$ cat config.mk
export PLATFORM = sky130hd
export DESIGN_NAME = tdes_ahb_master_flat
export DESIGN_NICKNAME = d
export VERILOG_FILES = /design/src/rtl/tdes_ahb_master_if.sv /design/src/rtl/tdes_ahb_master.sv /design/src/flat_wrapper.sv
export SDC_FILE = /design/constraint.sdc
export NUM_CORES = 1
export LEC_CHECK = 0
export ABC_AREA = 1
export CORE_AREA = 4 4 195 197
export CTS_BUF_LIST = sky130_fd_sc_hd__clkbuf_8
export DETAILED_ROUTE_END_ITERATION = 6
export DIE_AREA = 0 0 199 201
export GPL_TIMING_DRIVEN = 0
export PLACE_DENSITY = 0.82
export SYNTH_ARGS = -nofsm -noshare
export SYNTH_HDL_FRONTEND = slang
export SYNTH_SLANG_ARGS = --single-unit
$ cat constraint.sdc
create_clock -name HCLK -period 14.9 [get_ports HCLK]
set_clock_uncertainty 0.05 [all_clocks]
set_input_delay 1.49 -clock HCLK [delete_from_list [all_inputs] [get_ports HCLK]]
set_output_delay 1.49 -clock HCLK [all_outputs]
set_load 0.02 [all_outputs]
$ cat src/rtl/tdes_ahb_master_if.sv
// AHB-Lite bus bundle between the 3DES sequencer and its memory-mapped slave.
interface tdes_ahb_master_if;
    logic [31:0] HADDR;
    logic [1:0]  HTRANS;
    logic        HWRITE;
    logic [2:0]  HSIZE;
    logic [2:0]  HBURST;
    logic [3:0]  HPROT;
    logic        HMASTLOCK;
    logic [63:0] HWDATA;
    logic        HREADY;
    logic        HRESP;
    logic [63:0] HRDATA;

    modport master (
        output HADDR, HTRANS, HWRITE, HSIZE, HBURST,
        output HPROT, HMASTLOCK, HWDATA,
        input  HREADY, HRESP, HRDATA
    );

    modport slave (
        input  HADDR, HTRANS, HWRITE, HSIZE, HBURST,
        input  HPROT, HMASTLOCK, HWDATA,
        output HREADY, HRESP, HRDATA
    );
endinterface

$ cat src/rtl/tdes_ahb_master.sv
// AHB-Lite master that drives one 3DES operation on a slave engine:
// load keys/data, kick control, poll status, then fetch the result.
module tdes_ahb_master #(
    parameter logic [31:0] BASE_ADDR = 32'h0000_0000,
    parameter int unsigned POLL_MAX  = 255
) (
    input  logic        HCLK,
    input  logic        HRESET,
    input  logic        start,
    input  logic        encrypt,
    input  logic [63:0] key1,
    input  logic [63:0] key2,
    input  logic [63:0] key3,
    input  logic [63:0] data_in,
    output logic        busy,
    output logic        done,
    output logic        error,
    output logic [63:0] result,
    tdes_ahb_master_if.master bus
);
    localparam logic [2:0] S_IDLE      = 3'd0;
    localparam logic [2:0] S_ADDR      = 3'd1;
    localparam logic [2:0] S_DATA      = 3'd2;
    localparam logic [2:0] S_POLL_WAIT = 3'd3;
    localparam logic [2:0] S_ERR       = 3'd4;

    localparam logic [2:0] W_KEY1   = 3'd0;
    localparam logic [2:0] W_KEY2   = 3'd1;
    localparam logic [2:0] W_KEY3   = 3'd2;
    localparam logic [2:0] W_DATA   = 3'd3;
    localparam logic [2:0] W_CTRL   = 3'd4;
    localparam logic [2:0] R_STATUS = 3'd5;
    localparam logic [2:0] R_RESULT = 3'd6;

    localparam int PW = $clog2(POLL_MAX + 2);

    logic [2:0]    state;
    logic [2:0]    step;
    logic [PW-1:0] poll_cnt;
    logic [PW-1:0] poll_nxt;
    logic          enc_q;
    logic [63:0]   k1_q, k2_q, k3_q, d_q;
    logic [63:0]   wdata;
    logic          in_xfer;

    assign poll_nxt = poll_cnt + PW'(1);
    assign in_xfer  = (state == S_ADDR) || (state == S_DATA);

    // Step index doubles as the register offset: offset = step * 8.
    always_comb begin
        wdata = '0;
        unique case (step)
            W_KEY1:  wdata = k1_q;
            W_KEY2:  wdata = k2_q;
            W_KEY3:  wdata = k3_q;
            W_DATA:  wdata = d_q;
            W_CTRL:  wdata = {63'd0, enc_q};
            default: wdata = '0;
        endcase
    end

    assign bus.HTRANS    = (state == S_ADDR) ? 2'b10 : 2'b00;
    assign bus.HADDR     = in_xfer ? BASE_ADDR + {26'd0, step, 3'd0} : '0;
    assign bus.HWRITE    = in_xfer && (step < R_STATUS);
    assign bus.HWDATA    = (state == S_DATA && bus.HWRITE) ? wdata : '0;
    assign bus.HSIZE     = 3'b011;
    assign bus.HBURST    = 3'b000;
    assign bus.HPROT     = 4'b0011;
    assign bus.HMASTLOCK = 1'b0;
    assign error         = (state == S_ERR);

    always_ff @(posedge HCLK or posedge HRESET) begin
        if (HRESET) begin
            state    <= S_IDLE;
            step     <= W_KEY1;
            poll_cnt <= '0;
            busy     <= 1'b0;
            done     <= 1'b0;
            result   <= '0;
            enc_q    <= 1'b0;
            k1_q     <= '0;
            k2_q     <= '0;
            k3_q     <= '0;
            d_q      <= '0;
        end else begin
            done <= 1'b0;
            unique case (state)
                S_IDLE: begin
                    if (start) begin
                        enc_q    <= encrypt;
                        k1_q     <= key1;
                        k2_q     <= key2;
                        k3_q     <= key3;
                        d_q      <= data_in;
                        busy     <= 1'b1;
                        step     <= W_KEY1;
                        poll_cnt <= '0;
                        state    <= S_ADDR;
                    end
                end
                S_ADDR: begin
                    if (bus.HREADY) state <= S_DATA;
                end
                S_DATA: begin
                    if (bus.HREADY) begin
                        if (bus.HRESP) begin
                            busy  <= 1'b0;
                            state <= S_ERR;
                        end else if (step == R_STATUS) begin
                            if (bus.HRDATA[0]) begin
                                step  <= R_RESULT;
                                state <= S_ADDR;
                            end else if (poll_nxt >= PW'(POLL_MAX)) begin
                                poll_cnt <= poll_nxt;
                                busy     <= 1'b0;
                                state    <= S_ERR;
                            end else begin
                                poll_cnt <= poll_nxt;
                                state    <= S_POLL_WAIT;
                            end
                        end else if (step == R_RESULT) begin
                            result <= bus.HRDATA;
                            done   <= 1'b1;
                            busy   <= 1'b0;
                            state  <= S_IDLE;
                        end else begin
                            step  <= step + 3'd1;
                            state <= S_ADDR;
                        end
                    end
                end
                S_POLL_WAIT: state <= S_ADDR;
                S_ERR:       state <= S_IDLE;
                default:     state <= S_IDLE;
            endcase
        end
    end
endmodule

$ cat src/flat_wrapper.sv
// flat-port wrapper written by rule: the top's interface ports become plain ports
module tdes_ahb_master_flat 
#(
    parameter logic [31:0] BASE_ADDR = 32'h0000_0000,
    parameter int unsigned POLL_MAX  = 255
)
  (HCLK, HRESET, start, encrypt, key1, key2, key3, data_in, busy, done, error, result, bus_HADDR, bus_HTRANS, bus_HWRITE, bus_HSIZE, bus_HBURST, bus_HPROT, bus_HMASTLOCK, bus_HWDATA, bus_HREADY, bus_HRESP, bus_HRDATA);
  tdes_ahb_master_if bus_i ();
  input  logic HCLK;
  input  logic HRESET;
  input  logic start;
  input  logic encrypt;
  input  logic [63:0] key1;
  input  logic [63:0] key2;
  input  logic [63:0] key3;
  input  logic [63:0] data_in;
  output logic busy;
  output logic done;
  output logic error;
  output logic [63:0] result;
  output wire logic [$bits(bus_i.HADDR)-1:0] bus_HADDR;
  output wire logic [$bits(bus_i.HTRANS)-1:0] bus_HTRANS;
  output wire logic [$bits(bus_i.HWRITE)-1:0] bus_HWRITE;
  output wire logic [$bits(bus_i.HSIZE)-1:0] bus_HSIZE;
  output wire logic [$bits(bus_i.HBURST)-1:0] bus_HBURST;
  output wire logic [$bits(bus_i.HPROT)-1:0] bus_HPROT;
  output wire logic [$bits(bus_i.HMASTLOCK)-1:0] bus_HMASTLOCK;
  output wire logic [$bits(bus_i.HWDATA)-1:0] bus_HWDATA;
  input wire logic [$bits(bus_i.HREADY)-1:0] bus_HREADY;
  input wire logic [$bits(bus_i.HRESP)-1:0] bus_HRESP;
  input wire logic [$bits(bus_i.HRDATA)-1:0] bus_HRDATA;
  assign bus_HADDR = bus_i.HADDR;
  assign bus_HTRANS = bus_i.HTRANS;
  assign bus_HWRITE = bus_i.HWRITE;
  assign bus_HSIZE = bus_i.HSIZE;
  assign bus_HBURST = bus_i.HBURST;
  assign bus_HPROT = bus_i.HPROT;
  assign bus_HMASTLOCK = bus_i.HMASTLOCK;
  assign bus_HWDATA = bus_i.HWDATA;
  assign bus_i.HREADY = bus_HREADY;
  assign bus_i.HRESP = bus_HRESP;
  assign bus_i.HRDATA = bus_HRDATA;
  tdes_ahb_master #(.BASE_ADDR(BASE_ADDR), .POLL_MAX(POLL_MAX)) u_core (.HCLK(HCLK), .HRESET(HRESET), .start(start), .encrypt(encrypt), .key1(key1), .key2(key2), .key3(key3), .data_in(data_in), .busy(busy), .done(done), .error(error), .result(result), .bus(bus_i));
endmodule
==> results.sh, run 1 <==
export IMPL_slew_headroom=0.3674
export IMPL_coreArea_um2=36260
export IMPL_ys_ff_latch=338
export IMPL_die_w_um=199
export IMPL_place_congestion=0.9253
export IMPL_hold_path_class="reg -> reg"
export IMPL_vias_per_cell=5.200
export IMPL_crit_path_frequent_cell="inv_1"
export IMPL_clk_pin_slew_ns=0.06
export IMPL_yosysTopAreaCell="dfrtp_1"
export IMPL_drt_pass1_iterations=5
export IMPL_vias=13380
export IMPL_yosysMostFrequentCell="dfrtp_1"
export IMPL_cts_hold_buf=0
export IMPL_grt_overflow=0
export IMPL_critical_path_top_delay_family="buffers and inverters"
export IMPL_p_per_area_nw_per_um2=169.3
export IMPL_grt_max_degree=127
export IMPL_required_ns=13.36
export IMPL_min_from="u_core.result[52]"
export IMPL_yosys_warnings=0
export IMPL_cts_buffers=55
export IMPL_slowest_delay_ns=0.68
export IMPL_status="completed"
export IMPL_drc=0
export IMPL_clockBufferDepth=3
export IMPL_fmax_mhz=175.9
export IMPL_cts_sinks=338
export IMPL_row_count=70
export IMPL_crit_type="reg -> out"
export IMPL_timing_final_max_slew_violations=0
export IMPL_ys_flop_type="dfrtp_1"
export IMPL_diodes=0
export IMPL_power_switching_mw=1.306
export IMPL_sw_frac_of_total=0.3595
export IMPL_fillers=2965
export IMPL_drt_iter0_markers=729
export IMPL_hpwl_um=39420
export IMPL_nNetsFinal=2401
export IMPL_start_kind="flop"
export IMPL_crit_chain="inv_1 -> ha_1 -> inv_1 -> nor2_1 -> inv_1 -> clkbuf_1 -> o22ai_1 -> a221oi_1 -> nor2_1 -> clkdlybuf4s50_1"
export IMPL_clkPwrFrac=0.225
export IMPL_path_buf_inv=5
export IMPL_worstPathArrival_ns=4.14
export IMPL_routed_wirelength_um=53480
export IMPL_tritoncts="yes"
export IMPL_wire_per_inst_um=20.78
export IMPL_reg2regPathDepth=6
export IMPL_p_int_mw=2.327
export IMPL_holdPathStages=2
export IMPL_preCtsSetupSlack_ns=9.791
export IMPL_final_cells=2573
export IMPL_area_delta_synth_final_pct=43.71
export IMPL_fp_dieH_um=201
export IMPL_detail_route_antenna_nets=0
export IMPL_grt_setup_unrepaired="false"
export IMPL_yosysSeqAreaShare=0.5667
export IMPL_synthArstFlopShare=1.000
export IMPL_io_pins=503
export IMPL_netlist_area_um2=14930
export IMPL_postCtsSetupRepairBufs=0
export IMPL_grt_use_total=0.2586
export IMPL_initial_utilization=0.4116
export IMPL_clock_root_buffer="clkbuf_8"
export IMPL_r2r_slack_ns=12.41
export IMPL_antenna_found_initial=0
export IMPL_cts_repair_resized=0
export IMPL_setup_violations=0
export IMPL_worst_slack_ns=9.215
export IMPL_timing_final_crit_share=0.3815
export IMPL_synth_edf_count=0
export IMPL_grt_pass1_vias=14120
export IMPL_cp_end_kind="output port"
export IMPL_worst_pin_slew_ns=0.9488
export IMPL_cp_max_fo=10
export IMPL_ys_types=31
export IMPL_grt_first_pass_wirelength_um=79980
export IMPL_tns_ns=0
export IMPL_ir_drop_v=0.00007861
export IMPL_netlist_instances=1508
export IMPL_p_leak_nw=10.01
export IMPL_hold_viol=0
export IMPL_holdPathEnd="u_core.result[52]"
export IMPL_maxCapViolCount=0
export IMPL_drive_gt1_frac=0.1515
export IMPL_p_comb_frac=0.381
export IMPL_synth_top_cell_area_share=0.5667
export IMPL_synth_area_top_cells="dfrtp_1, mux2_2, nand2_1, nor2_1, a21oi_1"
export IMPL_die_area_um2=40000
export IMPL_period_needed_ns=5.685
export IMPL_cts_max_level=2
export IMPL_fin_total_pwr_mw=3.632
export IMPL_seqPwrFrac=0.394
export IMPL_slowest_stage="nor2_1"
export IMPL_r2r_end="u_core.k3_q[58]"
export IMPL_ys_top_cells_by_count="dfrtp_1, nand2_1, nor2_1"
export IMPL_r2r_start="u_core.state[2]"
export IMPL_insertion_delay_ns=0.62
export IMPL_syn_avg_cell_area_um2=9.898
export IMPL_dp_cells=2479
export IMPL_io_buffers=461
per-layer routing:
metal | GRT usage | part of all wire
met1 | 0.3108 | 0.38
met2 | 0.4425 | 0.49
met3 | 0.06479 | 0.083
met4 | 0.1058 | 0.044
met5 | 0 | 0
logic make-up after synthesis:
logic type,share of synthesized area
AO/OA/AOI/OAI,0.1127
AND/OR/NAND/NOR,0.1248
flip-flops,0.5667
buffers and inverters,0.08534
adder cells (fa/ha/maj),0.005868
other,0.0005032
multiplexers,0.1041
registers in the layout, indices dropped and copies added (netlist names):
register,flops
u_core.step,3
u_core.poll_cnt,9
u_core.done,1
u_core.busy,1
u_core.d_q,64
u_core.k1_q,64
u_core.enc_q,1
u_core.k3_q,64
u_core.result,64
u_core.k2_q,64
u_core.state,3
worst max path at each step:
stage,cells past startpoint,startpoint,end,slack (ns)
finish,10,u_core.step[0],bus_HWDATA[58],9.22
global route,10,u_core.step[0],bus_HWDATA[8],8.95
CTS,10,u_core.step[0],bus_HWDATA[8],9.11
detailed placement,10,u_core.step[0],bus_HWDATA[8],9.79
global placement,2,HRESET,u_core.k3_q[19],0.1
floorplan,1,HRESET,u_core.busy,3.99
power by group through the flow:
stage	Clock (mW)	Combinational [mW]	Sequential, mW
finish	0.817	1.38	1.43
detailed placement	0	1.38	1.44
global placement	0	1.33	1.42
global route	0.872	1.51	1.46
CTS	0.834	1.39	1.42
floorplan	0	0.880	1.40
stage by stage:
| stage | hold slack [ns] | area (um2) | util |
|---|---|---|---|
| 6_report | 0.4284 | 21450 | 0.5915 |
| 5_1_grt | 0.4494 | 21450 | 0.5915 |
| 4_1_cts | 0.4304 | 21450 | 0.5915 |
| 3_5_place_dp | 0.4143 | 20350 | 0.5612 |
| 3_3_place_gp | 0.4074 | 20270 | 0.5591 |
| 2_1_floorplan | 0.4281 | 15070 | - |
worst register-to-register path, delay by kind of cell, from the launching register on:
kind / cells / cell delay, ns
flops: 1 / 0.39
compound gates: 1 / 0.14
buf+inv: 3 / 1.15
simple gates: 2 / 0.65
cells in the final DEF, fill, tap and decap left out, drive strengths merged:
cell type / n
a211oi: 2
a21oi: 120
a221oi: 63
a31oi: 1
buf: 95
bufinv: 2
clkbuf: 103
clkdlybuf4s50: 461
clkinv: 1
clkinvlp: 1
conb: 41
dfrtp: 338
ha: 7
inv: 173
mux2: 138
nand2: 240
nand3: 20
nand3b: 1
nand4: 4
nor2: 203
nor3: 4
nor4: 1
o21ai: 26
o21bai: 1
o22ai: 58
o31ai: 1
area by class of cell:
cell class                 instances  area (um2)  share of cell area
sequential                       338        8458              0.3943
buffer                           127       706.9             0.03296
clock inverter                    26       165.2            0.007700
inverter                         151       574.3             0.02677
multi-input combinational        931        5343              0.2491
tap                              468       585.6             0.02730
timing repair buffer             464        4681              0.2182
clock buffer                      68       935.9             0.04363
No activity file was read; power rests on OpenSTA's default activity.
==> inputs of run 2 (changes only) <==
CORE_AREA = not set   (was 4 4 195 197)
CORE_MARGIN = 4   (was not set)
CORE_UTILIZATION = 43   (was not set)
DIE_AREA = not set   (was 0 0 199 201)
PLACE_DENSITY = 0.88   (was 0.82)
clock period = 4.6 ns   (was 14.9 ns; I/O delays follow)
==> run 2 against run 1 <==
- clock power increased to 3.1 times the previous value
- die area decreased by 5.6%
- register-to-register slack got worse by 10 ns
- critical path depth decreased by 2
- flip-flop and latch count unchanged
- combinational power increased to 3.3 times the previous value
- sequential share of layout area decreased by 0.078 points
- sequential power increased to 3.3 times the previous value
- critical path type unchanged
- largest cell class unchanged
==> results.sh, run 2 (same netlist as run 1, synthesis figures left out) <==
export IMPL_hpwl_um=40100
export IMPL_grt_use_total=0.2757
export IMPL_fp_dieH_um=194.3
export IMPL_slowest_delay_ns=0.74
export IMPL_clock_root_buffer="clkbuf_8"
export IMPL_grt_first_pass_wirelength_um=82470
export IMPL_drc=0
export IMPL_timing_final_max_slew_violations=0
export IMPL_area_delta_synth_final_pct=43.99
export IMPL_worst_slack_ns=0.3747
export IMPL_ir_drop_v=0.0002802
export IMPL_io_buffers=461
export IMPL_vias_per_cell=5.281
export IMPL_slew_headroom=0.3464
export IMPL_row_count=67
export IMPL_start_kind="flop"
export IMPL_cts_max_level=2
export IMPL_grt_pass1_vias=14480
export IMPL_preCtsSetupSlack_ns=0.6440
export IMPL_period_needed_ns=4.225
export IMPL_coreArea_um2=33870
export IMPL_insertion_delay_ns=0.60
export IMPL_maxCapViolCount=0
export IMPL_fillers=2616
export IMPL_postCtsSetupRepairBufs=0
export IMPL_antenna_found_initial=3
export IMPL_wire_per_inst_um=21.01
export IMPL_mostFrequentLayoutCell="clkdlybuf4s50_1"
export IMPL_required_ns=4.09
export IMPL_drt_iter0_markers=798
export IMPL_cp_max_fo=10
export IMPL_cts_sinks=338
export IMPL_die_w_um=194.3
export IMPL_initial_utilization=0.4407
export IMPL_io_pins=503
export IMPL_fmax_mhz=236.7
export IMPL_hold_path_class="in -> async"
export IMPL_worstPathArrival_ns=3.72
export IMPL_cts_buffers=55
export IMPL_p_leak_nw=10.03
export IMPL_fin_total_pwr_mw=11.68
export IMPL_clockBufferDepth=3
export IMPL_timing_final_crit_share=0.9185
export IMPL_clk_pin_slew_ns=0.06
export IMPL_nNetsFinal=2407
export IMPL_cp_end_kind="output port"
export IMPL_worst_pin_slew_ns=0.9794
export IMPL_grt_max_degree=45
export IMPL_grt_overflow=0
export IMPL_grt_setup_unrepaired="false"
export IMPL_die_area_um2=37750
export IMPL_routed_wirelength_um=53780
export IMPL_final_cell_mix="clkdlybuf4s50_1, dfrtp_1, nand2_1"
export IMPL_crit_type="reg -> out"
export IMPL_crit_chain="inv_1 -> ha_1 -> inv_1 -> nor2_2 -> clkbuf_1 -> a221oi_1 -> nor2_1 -> clkdlybuf4s50_1"
export IMPL_hold_viol=0
export IMPL_slowest_stage="nor2_2"
export IMPL_detail_route_antenna_nets=0
export IMPL_tritoncts="yes"
export IMPL_place_congestion=0.9087
export IMPL_status="completed"
export IMPL_crit_path_frequent_cell="inv_1"
export IMPL_drive_gt1_frac=0.1550
export IMPL_vias=13520
export IMPL_setup_violations=0
export IMPL_drt_pass1_iterations=5
export IMPL_p_per_area_nw_per_um2=543.7
run 2: final cells by class:
class,count,area (um2),share of cell area
clock buffer,68,935.9,0.04355
antenna,2,5.005,0.0002329
buffer,127,706.9,0.03289
timing repair buffer,470,4802,0.2234
sequential,338,8458,0.3935
clock inverter,25,107.6,0.005007
tap,448,560.5,0.02608
multi-input combinational,931,5345,0.2487
inverter,151,570.5,0.02655
run 2: metrics by stage:
stage | hold WS [ns] | TNS, ns | util | instance area [um2] | std cells
2_1_floorplan | 0.4281 | -144.86 | - | 15080 | 1547
6_report | 0.1758 | 0 | 0.6346 | 21490 | 2560
5_1_grt | 0.1864 | 0 | 0.6346 | 21490 | 2560
4_1_cts | 0.1424 | 0 | 0.6344 | 21490 | 2558
3_3_place_gp | 0.4105 | -872.53 | 0.5979 | 20250 | 2456
3_5_place_dp | 0.4158 | 0 | 0.6036 | 20440 | 2465
run 2: layer usage:
| layer | track usage | part of all wire | up-vias |
|---|---|---|---|
| li1 | - | - | 6041 |
| met1 | 0.3257 | 0.37 | 6582 |
| met2 | 0.4765 | 0.49 | 737 |
| met3 | 0.07548 | 0.088 | 157 |
| met4 | 0.1148 | 0.044 | 2 |
| met5 | 0 | 0.00024 | - |
run 2: final timing paths:
check | start | to | slack [ns] | cells past startpoint
max in group asynchronous | HRESET | u_core.d_q[50] | 2.80 | 7
max reg2reg | u_core.state[2] | u_core.d_q[12] | 2.16 | 5
max | u_core.step[0] | bus_HWDATA[38] | 0.37 | 8
min | HRESET | u_core.k1_q[11] | 0.18 | 2
min reg2reg | u_core.result[47] | u_core.result[47] | 0.43 | 2
min in group HCLK | bus_HRDATA[30] | u_core.result[30] | 0.35 | 3
run 2: repair_timing:
item | 4_1_cts | 5_1_grt
gates resized for setup | 1 | 0
hold buffers | 0 | 0
hold endpoints to repair | 0 | 0
setup endpoints to repair | 1 | 0
run 2: worst max-delay path: cells and delay by family (launching register included):
kind                     cells  cell delay (ns)
AND/OR/NAND/NOR              2             0.91
adder cells (fa/ha/maj)      1             0.20
AO/OA/AOI/OAI                1             0.21
flip-flops                   1             0.40
buffers and inverters        4             1.41
run 2: report_power, final:
part | total (mW) | internal (mW) | switching (mW)
Combinational | 4.49 | 1.98 | 2.52
Clock | 2.52 | 1.32 | 1.20
Sequential | 4.67 | 4.13 | 0.539
Total | 11.7 | 7.43 | 4.26
==> inputs of run 3 (changes only) <==
MAX_ROUTING_LAYER = met4   (was not set)
==> run 3 against run 2 <==
- register-to-register slack gained 0.05 ns
- global-route usage grew 0.44 points
- final cell count up 0.51%
- die area stayed put
- combinational power hardly changed
- hold slack got worse by 0.029 ns
- via count down 0.14%
- sequential share of layout area fell by 0.30 points
- critical endpoint is now bus_HWDATA[12]
==> results.sh, run 3 (same netlist as run 1, synthesis figures left out) <==
export IMPL_status="completed"
export IMPL_mostFrequentLayoutCell="clkdlybuf4s50_1"
export IMPL_r2r_end="u_core.d_q[3]"
export IMPL_vias_per_cell=5.247
export IMPL_row_count=67
export IMPL_hpwl_um=39890
export IMPL_crit_path_frequent_cell="inv_1"
export IMPL_cts_max_level=2
export IMPL_fin_util=0.6395
export IMPL_fp_dieH_um=194.3
export IMPL_grt_first_pass_wirelength_um=80680
export IMPL_drt_iter0_markers=795
export IMPL_io_buffers=461
export IMPL_period_needed_ns=4.214
export IMPL_reg2regPathDepth=6
export IMPL_clkPwrFrac=0.234
export IMPL_drc=0
export IMPL_die_w_um=194.3
export IMPL_final_cells=2573
export IMPL_fmax_mhz=237.3
export IMPL_vias=13500
export IMPL_initial_utilization=0.4407
export IMPL_timing_final_crit_share=0.9161
export IMPL_cp_end_kind="output port"
export IMPL_seqPwrFrac=0.391
export IMPL_crit_type="reg -> out"
export IMPL_tritoncts="yes"
export IMPL_drive_gt1_frac=0.1617
export IMPL_area_delta_synth_final_pct=45.11
export IMPL_final_cell_mix="clkdlybuf4s50_1, dfrtp_1, nand2_1"
export IMPL_power_switching_mw=4.274
export IMPL_hold_path_class="in -> async"
export IMPL_insertion_delay_ns=0.60
export IMPL_antenna_found_initial=4
export IMPL_worst_pin_slew_ns=0.9234
export IMPL_preCtsSetupSlack_ns=0.6790
export IMPL_clock_root_buffer="clkbuf_8"
export IMPL_crit_chain="inv_1 -> ha_1 -> inv_1 -> nor2_2 -> inv_1 -> clkbuf_1 -> o22ai_1 -> a221oi_1 -> nor2_1 -> clkdlybuf4s50_1"
export IMPL_io_pins=503
export IMPL_grt_setup_unrepaired="false"
export IMPL_critical_path_top_delay_family="buffers and inverters"
export IMPL_cp_max_fo=10
export IMPL_required_ns=4.09
export IMPL_coreArea_um2=33870
export IMPL_globalRouteMet1Util=0.3214
export IMPL_p_per_area_nw_per_um2=549.9
export IMPL_r2r_slack_ns=2.21
export IMPL_cts_buffers=56
export IMPL_nNetsFinal=2408
export IMPL_cts_sinks=338
export IMPL_worstPathArrival_ns=3.70
export IMPL_slew_headroom=0.3838
export IMPL_clockBufferDepth=3
export IMPL_place_congestion=0.9358
export IMPL_cts_hold_buf=0
export IMPL_drt_pass1_iterations=6
export IMPL_ir_drop_v=0.0002946
export IMPL_setup_violations=0
export IMPL_grtUsageMet2=0.4589
export IMPL_dp_cells=2465
export IMPL_timing_final_max_slew_violations=0
export IMPL_whs_ns=0.1469
export IMPL_slowest_stage="clkdlybuf4s50_1"
export IMPL_grt_overflow=0
export IMPL_grt_busiest_layer="met2"
export IMPL_fillers=2575
export IMPL_start_kind="flop"
export IMPL_p_int_mw=7.636
export IMPL_grt_use_total=0.2800
export IMPL_sw_frac_of_total=0.3589
export IMPL_r2r_start="u_core.state[2]"
export IMPL_detail_route_antenna_nets=0
export IMPL_worst_slack_ns=0.3861
export IMPL_met3_usage=0.07445
export IMPL_grt_max_degree=44
export IMPL_path_buf_inv=5
export IMPL_grt_pass1_vias=14460
export IMPL_wire_per_inst_um=20.71
export IMPL_clk_pin_slew_ns=0.06
export IMPL_p_comb_frac=0.375
export IMPL_die_area_um2=37750
export IMPL_hold_viol=0
export IMPL_routed_wirelength_um=53300
export IMPL_maxCapViolCount=0
export IMPL_p_leak_nw=10.10
export IMPL_slowest_delay_ns=0.61
run 3: cell types whose count changed in the layout (fill, tap and decap cells not counted), sizes merged:
cell      previous run  this run
bufinv               0         1
clkinvlp             3         2
inv                168       164
diode                2         4
clkinv               5        12
clkbuf             103       111
run 3: worst register-to-register path, stage by stage (launching register included):
cell      delay [ns]
dfrtp_1         0.36
inv_1           0.12
nand3_1         0.51
buf_2           0.37
clkbuf_1        0.61
nor2_1          0.10
a21oi_1         0.16
run 3: repair_timing:
| item | in CTS | in global routing |
|---|---|---|
| buffers inserted | 0 | 0 |
| endpoints found under the setup margin | 0 | 24 |
| gates resized for setup | 0 | 1 |
run 3: cell type report:
cell class,count,area (um2),area share
diodes,4,10.01,0.0004622
inverters,151,570.5,0.02634
multi-input cells,931,5345,0.2468
well taps,448,560.5,0.02588
plain buffers,127,706.9,0.03264
clock inverters,28,158.9,0.007337
clock buffers,76,1046,0.04830
flip-flops and latches,338,8458,0.3905
repair buffers,470,4802,0.2217
run 3: worst max path at each step:
stage                              start                end  slack (ns)  cells after the start
final                     u_core.step[0]     bus_HWDATA[12]        0.39                     10
after global routing      u_core.step[0]     bus_HWDATA[12]        0.11                     10
after CTS                 u_core.step[0]     bus_HWDATA[12]       0.003                     10
after detailed placement  u_core.step[0]     bus_HWDATA[12]        0.68                     10
after global placement            HRESET  u_core.result[28]       -2.61                      2
after floorplan                   HRESET        u_core.busy       -0.43                      1
run 3: stage by stage:
step | instance area [um2] | power, mW | TNS (ns)
finish | 21660 | 11.91 | 0
global route | 21660 | 12.58 | 0
CTS | 21650 | 11.94 | 0
floorplan | 15080 | 7.393 | -144.86
global placement | 20250 | 8.857 | -867.29
detailed placement | 20440 | 9.099 | 0
run 3: metal layers:
layer  vias up  routed length, um
li1       6063                  -
met1      6571              19920
met2       696              25820
met3       170               4688
met4         0               2870
met5         -                  0
run 3: power by group through the flow:
stage / clock (mW) / sequential [mW] / combinational, mW
2_1_floorplan: 0 / 4.54 / 2.85
3_3_place_gp: 0 / 4.60 / 4.26
3_5_place_dp: 0 / 4.67 / 4.43
4_1_cts: 2.84 / 4.63 / 4.47
5_1_grt: 2.99 / 4.74 / 4.85
6_report: 2.78 / 4.66 / 4.47
